**src/rtl/ps2_pkg.sv**
```systemverilog
// rtl/ps2_pkg.sv - shared PS/2 link-layer types and constants
// Also used by the downstream scan-code decoder.
package ps2_pkg;

    typedef enum logic [1:0] {
        ST_IDLE,
        ST_DATA,
        ST_PARITY,
        ST_STOP
    } ps2_state_e;

    localparam int         PS2_FRAME_BITS   = 11;
    localparam logic [7:0] PS2_EXT_PREFIX   = 8'hE0;
    localparam logic [7:0] PS2_BREAK_PREFIX = 8'hF0;

    // PS/2 uses odd parity over the data byte plus the parity bit.
    function automatic logic odd_parity_ok(input logic [7:0] data, input logic par);
        return ^{data, par};
    endfunction

endpackage

```
**src/rtl/ps2_glitch_filter.sv**
```systemverilog
// rtl/ps2_glitch_filter.sv - synchroniser plus run-length filter for one PS/2 line
// level_o only changes after FILTER_LEN identical synced samples; fall_o strobes on 1->0.
module ps2_glitch_filter #(
    parameter int SYNC_STAGES = 2,
    parameter int FILTER_LEN  = 8
) (
    input  logic clk_i,
    input  logic rst_ni,
    input  logic raw_i,
    output logic level_o,
    output logic fall_o
);

    localparam int CW = $clog2(FILTER_LEN + 1);

    logic [SYNC_STAGES-1:0] sync_q, sync_d;
    logic                   level_q, level_d;
    logic [CW-1:0]          cnt_q, cnt_d;
    logic                   fall_q, fall_d;

    always_ff @(posedge clk_i or negedge rst_ni) begin
        if (!rst_ni) begin
            sync_q  <= '1;
            level_q <= 1'b1;
            cnt_q   <= '0;
            fall_q  <= 1'b0;
        end else begin
            sync_q  <= sync_d;
            level_q <= level_d;
            cnt_q   <= cnt_d;
            fall_q  <= fall_d;
        end
    end

    always_comb begin
        sync_d  = {sync_q[SYNC_STAGES-2:0], raw_i};
        level_d = level_q;
        cnt_d   = '0;
        // Any sample agreeing with the current level restarts the run count.
        if (sync_q[SYNC_STAGES-1] != level_q) begin
            if (cnt_q == CW'(FILTER_LEN - 1)) begin
                level_d = ~level_q;
            end else begin
                cnt_d = cnt_q + 1'b1;
            end
        end
        fall_d = level_q & ~level_d;
    end

    assign level_o = level_q;
    assign fall_o  = fall_q;

endmodule

```
**src/rtl/ps2_rx_deserializer.sv**
```systemverilog
// rtl/ps2_rx_deserializer.sv - receive-only PS/2 frame deserialiser
// Turns filtered PS2_CLK falls plus synced PS2_DAT into validated scan-code bytes.
module ps2_rx_deserializer
    import ps2_pkg::*;
#(
    parameter int SYNC_STAGES    = 2,
    parameter int FILTER_LEN     = 8,
    parameter int TIMEOUT_CYCLES = 100000
) (
    input  logic       CLOCK_50,
    input  logic       resetn,
    input  logic       PS2_CLK,
    input  logic       PS2_DAT,
    output logic [7:0] received_data,
    output logic       received_data_en,
    output logic       rx_error
);

    localparam int TW = $clog2(TIMEOUT_CYCLES);

    ps2_state_e             state_q, state_d;
    logic [2:0]             bit_cnt_q, bit_cnt_d;
    logic [7:0]             shift_q, shift_d;
    logic                   par_q, par_d;
    logic [TW-1:0]          tmo_q, tmo_d;
    logic [7:0]             rdata_q, rdata_d;
    logic                   en_q, en_d;
    logic                   err_q, err_d;
    logic [SYNC_STAGES-1:0] dat_sync_q;

    logic clk_level;
    logic fall;
    logic dat;
    logic timeout;
    logic stop_fall;

    ps2_glitch_filter #(
        .SYNC_STAGES(SYNC_STAGES),
        .FILTER_LEN (FILTER_LEN)
    ) u_clk_filter (
        .clk_i  (CLOCK_50),
        .rst_ni (resetn),
        .raw_i  (PS2_CLK),
        .level_o(clk_level),
        .fall_o (fall)
    );

    assign dat       = dat_sync_q[SYNC_STAGES-1];
    // A fall in the same cycle as expiry wins: the bit is accepted instead.
    assign timeout   = !fall && (state_q != ST_IDLE) && (tmo_q == TW'(TIMEOUT_CYCLES - 1));
    assign stop_fall = fall && (state_q == ST_STOP);

    always_ff @(posedge CLOCK_50 or negedge resetn) begin
        if (!resetn) begin
            state_q    <= ST_IDLE;
            bit_cnt_q  <= '0;
            shift_q    <= '0;
            par_q      <= 1'b0;
            tmo_q      <= '0;
            rdata_q    <= '0;
            en_q       <= 1'b0;
            err_q      <= 1'b0;
            dat_sync_q <= '1;
        end else begin
            state_q    <= state_d;
            bit_cnt_q  <= bit_cnt_d;
            shift_q    <= shift_d;
            par_q      <= par_d;
            tmo_q      <= tmo_d;
            rdata_q    <= rdata_d;
            en_q       <= en_d;
            err_q      <= err_d;
            dat_sync_q <= {dat_sync_q[SYNC_STAGES-2:0], PS2_DAT};
        end
    end

    always_comb begin
        state_d   = state_q;
        bit_cnt_d = bit_cnt_q;
        shift_d   = shift_q;
        par_d     = par_q;
        tmo_d     = (fall || state_q == ST_IDLE) ? '0 : tmo_q + 1'b1;
        if (fall) begin
            case (state_q)
                ST_IDLE: begin
                    if (!dat) begin
                        state_d   = ST_DATA;
                        bit_cnt_d = '0;
                    end
                end
                ST_DATA: begin
                    shift_d   = {dat, shift_q[7:1]};
                    bit_cnt_d = bit_cnt_q + 1'b1;
                    if (bit_cnt_q == 3'd7) begin
                        state_d = ST_PARITY;
                    end
                end
                ST_PARITY: begin
                    par_d   = dat;
                    state_d = ST_STOP;
                end
                default: state_d = ST_IDLE;
            endcase
        end else if (timeout) begin
            state_d = ST_IDLE;
            tmo_d   = '0;
        end
    end

    always_comb begin
        en_d    = stop_fall && odd_parity_ok(shift_q, par_q) && dat;
        err_d   = (stop_fall && !(odd_parity_ok(shift_q, par_q) && dat)) || timeout;
        rdata_d = en_d ? shift_q : rdata_q;
    end

    assign received_data    = rdata_q;
    assign received_data_en = en_q;
    assign rx_error         = err_q;

    logic unused_level;
    assign unused_level = clk_level;

endmodule

```
**config.mk**
```make
export PLATFORM = sky130hd
export DESIGN_NAME = ps2_rx_deserializer
export DESIGN_NICKNAME = d
export VERILOG_FILES = /design/src/rtl/ps2_pkg.sv /design/src/rtl/ps2_glitch_filter.sv /design/src/rtl/ps2_rx_deserializer.sv
export SDC_FILE = /design/constraint.sdc
export NUM_CORES = 1
export LEC_CHECK = 0
export CORE_ASPECT_RATIO = 0.9
export CORE_MARGIN = 1
export CORE_UTILIZATION = 30
export DETAILED_ROUTE_END_ITERATION = 7
export PLACE_DENSITY_LB_ADDON = 0.1
export SKIP_CTS_REPAIR_TIMING = 1
export SYNTH_ARGS = -nofsm -noshare
export SYNTH_HDL_FRONTEND = slang
export SYNTH_SLANG_ARGS = --single-unit
```
**constraint.sdc**
```tcl
create_clock -name CLOCK_50 -period 2.17 [get_ports CLOCK_50]
set_input_delay 0.217 -clock CLOCK_50 [delete_from_list [all_inputs] [get_ports CLOCK_50]]
set_output_delay 0.217 -clock CLOCK_50 [all_outputs]
set_load 0.01 [all_outputs]
```
==> impl_results.md <==
- Initial antenna violation count: 0
- Async S/R FF share, synth: 100%
- Worst setup EP type: flop
- Synth top area share: 51.1%
- Outcome: completed
- RR Startpoint: shift_q[1]$_DFFE_PN0P_
- Pre-CTS setup slack: 0.191 ns
- Clk_lat worst skew: 0.31 ns
- R2R depth: 5
- Slew Limit Fails: 0
- Setup WS post-layout: 0.196 ns
- Post-synth net total: 198
- Die Width: 93.4 um
- Placed cell count: 294
- # setup viols final: 0
- Core area: 7150 um^2
- H-tree Lvls: 2
- Minimum clock period: 1.97 ns
- Post-layout util: 37.3%
- Top Ports: 14
- Worst clock skew: 0.00638 ns
- Antenna cells: 0
- Top cells by area, synth: dfrtp_1 (51%), mux2_2 (9.0%), dfstp_2 (5.8%), ha_1 (4.4%), xnor2_1 (4.3%)
- Number of port buffers: 13
- Critical-path cell list: xnor2_1, xnor3_1, xnor2_2, nand4_4, mux2_2
- Die area: 7870 um^2
- Hold Path Stages: 1
- First-pass GRT wire length: 6790 um
- Routed WL: 3880 um
- Routed length per instance: 12.8 um
- Final hold vios: 0
- Via density per instance: 4.62
- Post-Route Setup TNS: 0 ns
- Global-route usage over all layers: 11.2%
- Vias: 1400
- Kind of critical path: reg2reg
- TritonCTS clock tree: done
- CP startpoint kind: flop
- Predominant post-synthesis flop cell: dfrtp_1
- Share of layout cells above drive strength 1: 19.0%
- Cell Pwr Density: 710 nW/um^2
- Register bit count reported by yosys: 51
- Hold Crit Class: in2reg
- DP Area: 2520 um^2
- Clock transition at the registers of the reported paths: 0.09 ns
- Worst-Margin Slew: 0.611 ns
- Vias in the first global route: 1455
- Netlist cell types: 32
- DRC: 0
- Post-layout instance area: 2660 um^2
- Tcrit/Tclk final: 91.0%
- CP max-delay cell: xnor3_1
- Fmax: 507 MHz
- Overflow after GRT: 0
- Most frequent cells after synthesis: dfrtp_1 (46), nor2_1 (23), mux2_2 (18), nand2_1 (15)
- Die Height: 84.2 um
- Post-synth top area cell: dfrtp_1
- Number of fillers in the final layout: 684
- VDD IR max: 0.000293 V
- Post-DRT Antenna Nets: 0
- TritonCTS Buffers: 5
- Row count: 29
- Initial DRC count: 64
- Crit path max fanout: 9
- P&R area growth vs syn: 18.1%
- Worst path required time: 2.36 ns
- CTS Sinks: 51
- Hold_sp: PS2_CLK
- Root Driver: clkbuf_8
- Leakage: 0.00118 uW
- Gate Count Post-Synth: 186
- Avg Cell Area, Syn: 12.1 um^2
- RSZ-0062 raised after global routing: no
- CP max stage delay: 0.45 ns
- Clock Path Buffers: 2
- Largest net degree at the start of global routing: 28
- DP Wirelength: 2790 um
- Critical path data arrival time: 2.17 ns
- Yosys Warn Count: 0
- Layout Cells excl Fill: 303
- Starting density of the core: 31.5%
- Mapped cell area: 2250 um^2
- Most frequent cell after synthesis: dfrtp_1
- Max-slew headroom: 59.2%
- Max_cap viols: 0
- Drt pass-1 iters: 4
- CP startpoint: shift_q[1]$_DFFE_PN0P_
- Post-synth EDFFs: 0
- Post-synthesis sequential area ratio: 56.9%
- Gp weighted congestion: 0.779
- Layout net count: 221
[stage by stage]
stage | power, uW | hold slack [ns]
floorplan | 1090 | -0.0786
global placement | 1130 | 0.255
detailed placement | 1140 | 0.270
CTS | 1930 | -0.0662
global route | 1980 | 0.294
finish | 1890 | 0.305
[worst paths after layout]
| check | end | slack, ns |
|---|---|---|
| worst max register to register | received_data[0]$_DFFE_PN0P_ | 0.20 |
| max in group asynchronous | u_clk_filter.level_o$_DFF_PN1_ | 1.05 |
| min in group asynchronous | tmo_q[4]$_DFF_PN0_ | 0.45 |
| worst min-delay path | u_clk_filter.sync_q[0]$_DFF_PN1_ | 0.31 |
| worst min register to register | dat_sync_q[1]$_DFF_PN1_ | 0.36 |
| worst max-delay path | received_data[0]$_DFFE_PN0P_ | 0.20 |
[routing by layer]
layer | GRT usage (%) | up-vias | wire [um]
met4 | 4.62 | 0 | 70
met3 | 2.90 | 8 | 123
met1 | 15.6 | 689 | 2020
li1 | - | 685 | -
met2 | 16.4 | 18 | 1670
met5 | 0 | - | 0
[critical path: cells and delay by family (launching register included)]
| family | cells | cell delay, ns |
|---|---|---|
| XOR/XNOR | 3 | 0.86 |
| flip-flops | 1 | 0.42 |
| multiplexers | 1 | 0.34 |
| AND/OR/NAND/NOR | 1 | 0.24 |
[cells by family after synthesis]
family                     Yosys count  share of synthesized area, %
xor gates and xnor gates            24                          10.3
AOI/OAI and AO/OA                   11                          3.44
and+or+nand+nor                     68                          14.9
muxes                               18                          8.99
DFF                                 51                          56.9
adders and majority gates            8                          4.44
buffers and inverters                6                          1.05
[cell usage in the layout (no fill, tap or decap), types with 2 or more instances in the layout]
cell type and count:
nor2_1 23, bufinv_16 2, clkdlybuf4s50_1 12, xnor2_1 11, mux2_2 18, nor3_1 5, nand2_1 15, o21ai_0 4
buf_4 4, clkbuf_8 5, dfrtp_1 46, a32o_1 2, ha_1 8, nand4_1 4, and3_1 2, xor2_1 11
inv_1 4, nand3_1 9, dfstp_2 5, nor3b_1 2, nor4_1 2
[state kept, by name (all words and copies together), names as in the netlist]
register	flops
bit_cnt_q	3
dat_sync_q	2
par_q	1
received_data	8
received_data_en	1
rx_error	1
shift_q	8
state_q	2
tmo_q	17
u_clk_filter.cnt_q	4
u_clk_filter.fall_o	1
u_clk_filter.level_o	1
u_clk_filter.sync_q	2
[cell type report]
| type | instances | area, um^2 | share of cell area, % |
|---|---|---|---|
| inverter | 4 | 15.0 | 0.564 |
| multi-input combinational | 129 | 948 | 35.6 |
| sequential | 51 | 1280 | 48.1 |
| clock buffer | 5 | 68.8 | 2.58 |
| clock inverter | 3 | 67.6 | 2.54 |
| tap | 93 | 116 | 4.37 |
| timing repair buffer | 18 | 165 | 6.20 |
[where the power goes]
group	internal [uW]	leakage, uW	switching [uW]
clock	460	0.0000644	315
sequential	993	0.000693	27.5
combinational	45.2	0.000427	52.8
total	1500	0.00118	395
No activity file was read; power rests on OpenSTA's default activity.
